### config.mk
export PLATFORM = sky130hd
export DESIGN_NAME = arb_mux_n
export DESIGN_NICKNAME = d
export VERILOG_FILES = /design/src/rtl/arb_mux_n.sv
export SDC_FILE = /design/constraint.sdc
export NUM_CORES = 1
export LEC_CHECK = 0
export CAP_MARGIN = 20
export CORE_MARGIN = 3
export CORE_UTILIZATION = 39
export CTS_BUF_LIST = sky130_fd_sc_hd__clkbuf_8
export DETAILED_ROUTE_END_ITERATION = 16
export GPL_TIMING_DRIVEN = 0
export PLACE_DENSITY = 0.95
export SYNTH_ARGS = -nofsm -noshare
export SYNTH_HDL_FRONTEND = slang
export SYNTH_SLANG_ARGS = --single-unit
### constraint.sdc
create_clock -name clk -period 4.3 [get_ports clk]
set_clock_uncertainty 0.2 [all_clocks]
set_input_delay 0.86 -clock clk [delete_from_list [all_inputs] [get_ports clk]]
set_output_delay 0.86 -clock clk [all_outputs]
set_load 0.02 [all_outputs]
### src/rtl/arb_mux_n.sv
// N-channel registered arbitrating mux: fixed-priority or round-robin grant,
// valid/ready on each input and on the output. Optional packet locking: ARB_MUX_LOCK_EN.
module arb_mux_n #(
    parameter int WIDTH = 32,
    parameter int N     = 4,
    parameter int SEL_W = $clog2(N)
) (
    input  logic                 clk,
    input  logic                 rstn,
    input  logic                 In_Mode,
    input  logic [N-1:0]         In_Valid,
    input  logic [N*WIDTH-1:0]   In_Data,
`ifdef ARB_MUX_LOCK_EN
    input  logic [N-1:0]         In_Last,
    output logic                 Out_Last,
`endif
    output logic [N-1:0]         In_Ready,
    output logic                 Out_Valid,
    output logic [WIDTH-1:0]     Out_Data,
    output logic [SEL_W-1:0]     Out_Sel,
    input  logic                 Out_Ready
);

    localparam logic [N-1:0] ONE_HOT_BASE = {{(N-1){1'b0}}, 1'b1};

    logic [SEL_W-1:0] ptr_r;
    logic [SEL_W-1:0] grant_idx_s;
    logic [SEL_W-1:0] ptr_next_s;
    logic [N-1:0]     grant_s;
    logic             grant_any_s;
    logic             load_s;
    logic             xfer_s;
    logic [WIDTH-1:0] sel_data_s;
    int               idx_s;

`ifdef ARB_MUX_LOCK_EN
    logic             lock_r;
    logic [SEL_W-1:0] lock_ch_r;
`endif

    // Arbitration: scan from 0 (fixed priority) or from ptr (round-robin), first valid wins
    always_comb begin
        grant_any_s = 1'b0;
        grant_idx_s = '0;
        idx_s       = 0;
        for (int k = 0; k < N; k++) begin
            idx_s = (In_Mode ? int'(ptr_r) : 0) + k;
            if (idx_s >= N) begin
                idx_s = idx_s - N;
            end else begin
                idx_s = idx_s;
            end
            if (!grant_any_s && In_Valid[idx_s]) begin
                grant_any_s = 1'b1;
                grant_idx_s = SEL_W'(idx_s);
            end else begin
                grant_any_s = grant_any_s;
            end
        end
`ifdef ARB_MUX_LOCK_EN
        // A packet in progress owns the output until its last beat
        if (lock_r) begin
            grant_any_s = In_Valid[lock_ch_r];
            grant_idx_s = lock_ch_r;
        end else begin
            grant_any_s = grant_any_s;
        end
`endif
    end

    // Handshake and datapath select
    always_comb begin
        grant_s    = grant_any_s ? (ONE_HOT_BASE << grant_idx_s) : {N{1'b0}};
        load_s     = rstn & (~Out_Valid | Out_Ready);
        xfer_s     = grant_any_s & load_s;
        In_Ready   = grant_s & {N{load_s}};
        sel_data_s = In_Data[grant_idx_s*WIDTH +: WIDTH];
        ptr_next_s = (grant_idx_s == SEL_W'(N-1)) ? {SEL_W{1'b0}} : (grant_idx_s + SEL_W'(1));
    end

    // Output register and round-robin pointer
    always_ff @(posedge clk or negedge rstn) begin
        if (!rstn) begin
            Out_Valid <= 1'b0;
            Out_Data  <= '0;
            Out_Sel   <= '0;
            ptr_r     <= '0;
        end else if (xfer_s) begin
            Out_Valid <= 1'b1;
            Out_Data  <= sel_data_s;
            Out_Sel   <= grant_idx_s;
`ifdef ARB_MUX_LOCK_EN
            ptr_r     <= In_Last[grant_idx_s] ? ptr_next_s : ptr_r;
`else
            ptr_r     <= ptr_next_s;
`endif
        end else if (load_s) begin
            Out_Valid <= 1'b0;
        end else begin
            Out_Valid <= Out_Valid;
        end
    end

`ifdef ARB_MUX_LOCK_EN
    // Packet lock state and registered last flag
    always_ff @(posedge clk or negedge rstn) begin
        if (!rstn) begin
            lock_r    <= 1'b0;
            lock_ch_r <= '0;
            Out_Last  <= 1'b0;
        end else if (xfer_s) begin
            lock_r    <= ~In_Last[grant_idx_s];
            lock_ch_r <= grant_idx_s;
            Out_Last  <= In_Last[grant_idx_s];
        end else begin
            lock_r    <= lock_r;
        end
    end
`endif

endmodule

==> impl_metrics.ini, run 1 <==
[cells_and_area]
fin_nets = 623
area_delta_synth_final_pct = 68.2
antenna_cells = 0
final_util = 0.697
layout_common_cells = 164 x clkdlybuf4s50_1, 37 x dfrtp_1, 37 x nor2_1
drive_gt1_frac = 0.154
fin_area_sq_um = 4890
final_common_cell = clkdlybuf4s50_1

[global_route]
grt_use_total = 0.271
grt_max_degree = 41
grt-ovfl-total = 0
grt_pass1_vias = 3618
grt_pass1_wl_um = 18300
antenna_found_initial = 0

[sta]
slew_viol_final = 0
slew_headroom = 0.616
rsz0062_at_grt = no
hold_violations = 0
tns_ns = 0
worstMarginPinSlew_ns = 0.575
clock.fmax_ghz = 0.243
period_share = 0.957
setup_violations = 0
period_minus_slack_ns = 4.11

[logic_synthesis]
syn_area_sq_um = 2910
synthFlopType = dfrtp_1
postSynth.asyncResetShare = 1.00
syn-instance-count = 306
yosysSeqAreaShare = 0.318
synth-seq-cells = 37
synth_nets = 443
syn_avg_cell_area_sq_um = 9.51
synth_enable_flop_cells = 0
ys_types = 46
yosys_warnings = 0

[power_and_ir_drop]
p_comb_frac = 0.660
internal-power_mw = 1.39
finalPower_mw = 2.52
p_sw_frac = 0.446
clockPowerShare = 0.097
seqPwrFrac = 0.243
max-vdd-ir-drop_v = 0.000243
switchingPower_mw = 1.12
p_per_area_nw_per_um2 = 514
leakage_nw = 1.93

[detailed_routing]
wl_per_cell_um = 20.2
vias_per_cell = 5.98
drtPass1Iterations = 5
ant_nets = 0
drtIter0Drc = 153
wl_um = 11800
route.detailed.drc = 0
vias = 3489

[placement]
dp.final_hpwl_um = 8950
gp_congestion = 0.828
port_buffers = 171
postPlaceCellArea_sq_um = 4740

[clock_network]
clock_path_buffers = 2
cts_root_buffer = clkbuf_8
h-tree-depth = 2
clk_latency_ns = 0.28
cts.sinks = 37
clkSlewWorstSetupHoldPaths_ns = 0.08
cts_tree = yes
cts_buffers = 5

[die]
die_area_sq_um = 8530
core_sq_um = 7020
initial_core_util = 0.414
rows = 30
die_w_um = 92.4
io_pins = 175
die_height_um = 92.4

[setup_path]
crit_required_ns = 3.24
start_kind = input port
cp-end-kind = output port
cp.arrival_ns = 3.05
critical_path.max_fanout = 10
critPathKind = input port to output port

[status]
outcome = finished clean

[min_path]
hold_path_class = flip-flop to flip-flop

[flow_run]
drv_cap = 0
metrics by stage:
step / hold WS [ns] / setup slack, ns / cells
floorplan: 0.364 / 0.423 / 306
global placement: 0.268 / -1.69 / 573
detailed placement: 0.283 / -0.800 / 573
CTS: 0.301 / 0.0136 / 583
global route: 0.334 / 0.0483 / 583
finish: 0.299 / 0.186 / 583
per-layer routing:
layer | track usage | share of wire
met1 | 0.310 | 0.38
met2 | 0.489 | 0.53
met3 | 0.0682 | 0.075
met4 | 0.0903 | 0.022
met5 | 0 | 0
cell usage after synthesis (2+ instances only):
master,instances,area share
a2111oi_0,26,0.078
a2111oi_2,5,0.026
a211o_1,2,0.0060
a211oi_1,31,0.080
a31oi_1,2,0.0043
and3_1,3,0.0065
buf_1,3,0.0039
buf_2,9,0.015
buf_4,5,0.013
clkbuf_1,23,0.030
dfrtp_1,37,0.32
inv_1,7,0.0090
mux2i_1,33,0.11
nand2_1,11,0.014
nand3_1,2,0.0034
nor2_1,37,0.048
nor3_1,3,0.0052
o211ai_1,2,0.0052
o21ai_0,5,0.0086
o221a_2,34,0.13
worst paths after layout:
path	depth (start not counted)	endpoint	slack (ns)	from
max in group asynchronous	1	Out_Data[27]	3.17	rstn
min in group asynchronous	1	Out_Sel[0]	0.36	rstn
hold / removal	2	Out_Sel[0]	0.30	Out_Sel[0]
hold reg to reg	2	Out_Sel[0]	0.30	Out_Sel[0]
setup / recovery	12	In_Ready[3]	0.19	In_Mode
setup reg to reg	10	Out_Data[11]	1.27	ptr_r[0]
worst max-delay path, cell delays in order:
cell and delay, ns:
dlygate4sd2_1 0.30, buf_6 0.17, nand2_1 0.10, a211o_1 0.32, o211a_1 0.12, buf_4 0.17, o22ai_4 0.22, buf_12 0.14
inv_1 0.07, ha_1 0.20, and2_1 0.14, clkdlybuf4s15_2 0.25
cells by family after synthesis:
kind of cell             synth area share
adder cells (fa/ha/maj)           0.00430
flip-flops                          0.318
AND/OR/NAND/NOR                     0.102
XOR/XNOR                          0.00301
multiplexers                        0.114
AO/OA/AOI/OAI                       0.384
buffers and inverters              0.0748
registers in the layout, indices dropped and copies added, names as in the netlist:
signal / count
Out_Data: 32
Out_Sel: 2
Out_Valid: 1
ptr_r: 2
repair_timing:
item                                    4_1_cts  5_1_grt
resized for setup                            26        1
pin swaps                                     1        0
buffers inserted                              3        0
hold buffers                                  0        0
endpoints found under the setup margin        4        3
cell type report:
| type | instances | area, sq um |
|---|---|---|
| sequential | 37 | 926 |
| clock inverter | 3 | 13.8 |
| multi-input combinational | 221 | 1790 |
| clock buffer | 5 | 68.8 |
| buffer | 40 | 211 |
| tap | 96 | 120 |
| fill | 563 | 2130 |
| timing repair buffer | 174 | 1730 |
| inverter | 7 | 26.3 |
power groups by stage:
stage | Combinational, mW | Sequential (mW) | Clock [mW]
2_1_floorplan | 0.723 | 0.810 | 0
3_3_place_gp | 1.56 | 0.605 | 0
3_5_place_dp | 1.61 | 0.616 | 0
4_1_cts | 1.65 | 0.612 | 0.245
5_1_grt | 1.77 | 0.632 | 0.260
6_report | 1.66 | 0.612 | 0.243
Power figures use the tool's default switching activity.
==> run 2, diff against run 1 <==
--- a/config.mk
+++ b/config.mk
@@ -10,6 +10,7 @@
 export CORE_UTILIZATION = 39
 export CTS_BUF_LIST = sky130_fd_sc_hd__clkbuf_8
 export DETAILED_ROUTE_END_ITERATION = 16
+export GPL_ROUTABILITY_DRIVEN = 0
 export GPL_TIMING_DRIVEN = 0
 export PLACE_DENSITY = 0.95
 export SYNTH_ARGS = -nofsm -noshare
==> results of run 2 <==
Final layout, timing and power as in run 1 (identical DEF).
==> run 3, diff against run 2 <==
--- a/config.mk
+++ b/config.mk
@@ -7,8 +7,9 @@
 export LEC_CHECK = 0
 export CAP_MARGIN = 20
 export CORE_MARGIN = 3
-export CORE_UTILIZATION = 39
+export CORE_UTILIZATION = 42
 export CTS_BUF_LIST = sky130_fd_sc_hd__clkbuf_8
+export CTS_CLUSTER_DIAMETER = 80
 export DETAILED_ROUTE_END_ITERATION = 16
 export GPL_ROUTABILITY_DRIVEN = 0
 export GPL_TIMING_DRIVEN = 0
==> constraint.sdc (replaced) <==
create_clock -name clk -period 5.03 [get_ports clk]
set_clock_uncertainty 0.2 [all_clocks]
set_input_delay 1.006 -clock clk [delete_from_list [all_inputs] [get_ports clk]]
set_output_delay 1.006 -clock clk [all_outputs]
set_load 0.02 [all_outputs]
==> impl_metrics.ini, run 3 (synthesis results as in run 1) <==
[setup_path]
reg2reg_slack_ns = 1.72
start_kind = input port
critPathKind = input port to output port
cp-end-kind = output port
r2r.worst_path.cells = 9
worstReg2RegEnd = Out_Data[19]
cp.arrival_ns = 3.68
crit_required_ns = 3.82
r2r_start = ptr_r[0]
critical_path.max_fanout = 19

[sta]
period_minus_slack_ns = 4.88
tns_ns = 0
slew_headroom = 0.394
worstMarginPinSlew_ns = 0.909
clock.fmax_ghz = 0.205
rsz0062_at_grt = no
timing.hold.ws_ns = 0.295
hold_violations = 0
slew_viol_final = 0
period_share = 0.971
setup_violations = 0

[detailed_routing]
wl_per_cell_um = 19.5
vias = 3394
drtPass1Iterations = 4
drtIter0Drc = 147
vias_per_cell = 6.06
route.detailed.drc = 0
ant_nets = 0
wl_um = 10900

[cells_and_area]
reg.largest.list = Out_Data x32, Out_Sel x2, ptr_r x2
layout_common_cells = 166 x clkdlybuf4s50_1, 37 x dfrtp_1, 37 x nor2_1
final_util = 0.734
final_common_cell = clkdlybuf4s50_1
fin_nets = 619
antenna_cells = 0
top_register = Out_Data
drive_gt1_frac = 0.133
largest_reg_flops = 32
area_delta_synth_final_pct = 64.7

[power_and_ir_drop]
finalPower_mw = 2.10
p_sw_frac = 0.444
p_per_area_nw_per_um2 = 437
p_comb_frac = 0.651
switchingPower_mw = 0.931
leakage_nw = 1.89
internal-power_mw = 1.16
max-vdd-ir-drop_v = 0.000223
clockPowerShare = 0.098
seqPwrFrac = 0.251

[clock_network]
clk_latency_ns = 0.28
cts_root_buffer = clkbuf_8
cts.sinks = 37
h-tree-depth = 2
clkSlewWorstSetupHoldPaths_ns = 0.08
hold_buffers = 0
cts_tree = yes
clock_path_buffers = 2
cts_buffers = 5
postCtsSetupBuffers = 0

[die]
core_sq_um = 6530
die_w_um = 89.2
die_area_sq_um = 7960
initial_core_util = 0.445
rows = 29
io_pins = 175
die_height_um = 89.2

[flow_run]
drv_cap = 0

[placement]
port_buffers = 171
dp.final_hpwl_um = 8430

[global_route]
grt_max_degree = 41
antenna_found_initial = 0
grt_pass1_vias = 3441
grt_pass1_wl_um = 17000
grt-ovfl-total = 0
grt_use_total = 0.270

[min_path]
min-delay-start = Out_Sel[0]
hold_end = Out_Sel[0]
min_delay_path_depth = 2
hold_path_class = flip-flop to flip-flop

[status]
outcome = finished clean
## run 3: area by class of cell
class | count | area (sq um)
Clock buffer | 5 | 68.8
Clock inverter | 3 | 13.8
Timing Repair Buffer | 171 | 1700
Buffer | 39 | 186
Inverter | 7 | 26.3
Tap cell | 77 | 96.3
Multi-Input combinational cell | 221 | 1770
Sequential cell | 37 | 926
Fill cell | 490 | 1740
## run 3: power by group through the flow
| stage | registers, mW | clock network (mW) | logic [mW] |
|---|---|---|---|
| floorplan | 0.693 | 0 | 0.618 |
| global placement | 0.521 | 0 | 1.33 |
| detailed placement | 0.528 | 0 | 1.36 |
| CTS | 0.524 | 0.210 | 1.36 |
| global route | 0.541 | 0.219 | 1.47 |
| finish | 0.525 | 0.206 | 1.36 |
## run 3: timing repair
item                                   CTS  global route
setup endpoints to repair                4             2
resized for setup                        6             2
endpoints found under the hold margin    0             0
## run 3: how the worst max path moves through the flow
| stage | start | endpoint | slack, ns | cells after the start |
|---|---|---|---|---|
| 3_5_place_dp | In_Mode | In_Ready[3] | -0.30 | 13 |
| 2_1_floorplan | In_Valid[1] | In_Ready[2] | 0.86 | 7 |
| 5_1_grt | In_Mode | In_Ready[3] | 0.03 | 12 |
| 3_3_place_gp | rstn | In_Ready[2] | -1.10 | 6 |
| 4_1_cts | In_Mode | In_Ready[3] | 0.04 | 13 |
| 6_report | In_Mode | In_Ready[3] | 0.15 | 12 |
## run 3: metal layers
metal	track usage	wire length (um)	vias up
met5	0	0	-
met4	0.0704	180	0
met3	0.0544	944	14
li1	-	-	1592
met2	0.483	5500	182
met1	0.329	4300	1606
## run 3: critical path: stages
cell and delay [ns]:
clkdlybuf4s50_1 0.57, buf_4 0.20, nand2_1 0.09, a211o_1 0.29, o211a_1 0.11, buf_2 0.17
o22ai_2 0.23, buf_6 0.25, inv_1 0.12, ha_1 0.21, and2_1 0.14, clkdlybuf4s15_1 0.28
## run 3: per-stage QoR
stage	instances	area [sq um]	setup WS (ns)
floorplan	306	2910	0.861
global placement	554	4720	-1.10
detailed placement	554	4710	-0.305
CTS	561	4790	0.0398
global route	560	4790	0.0304
finish	560	4790	0.148
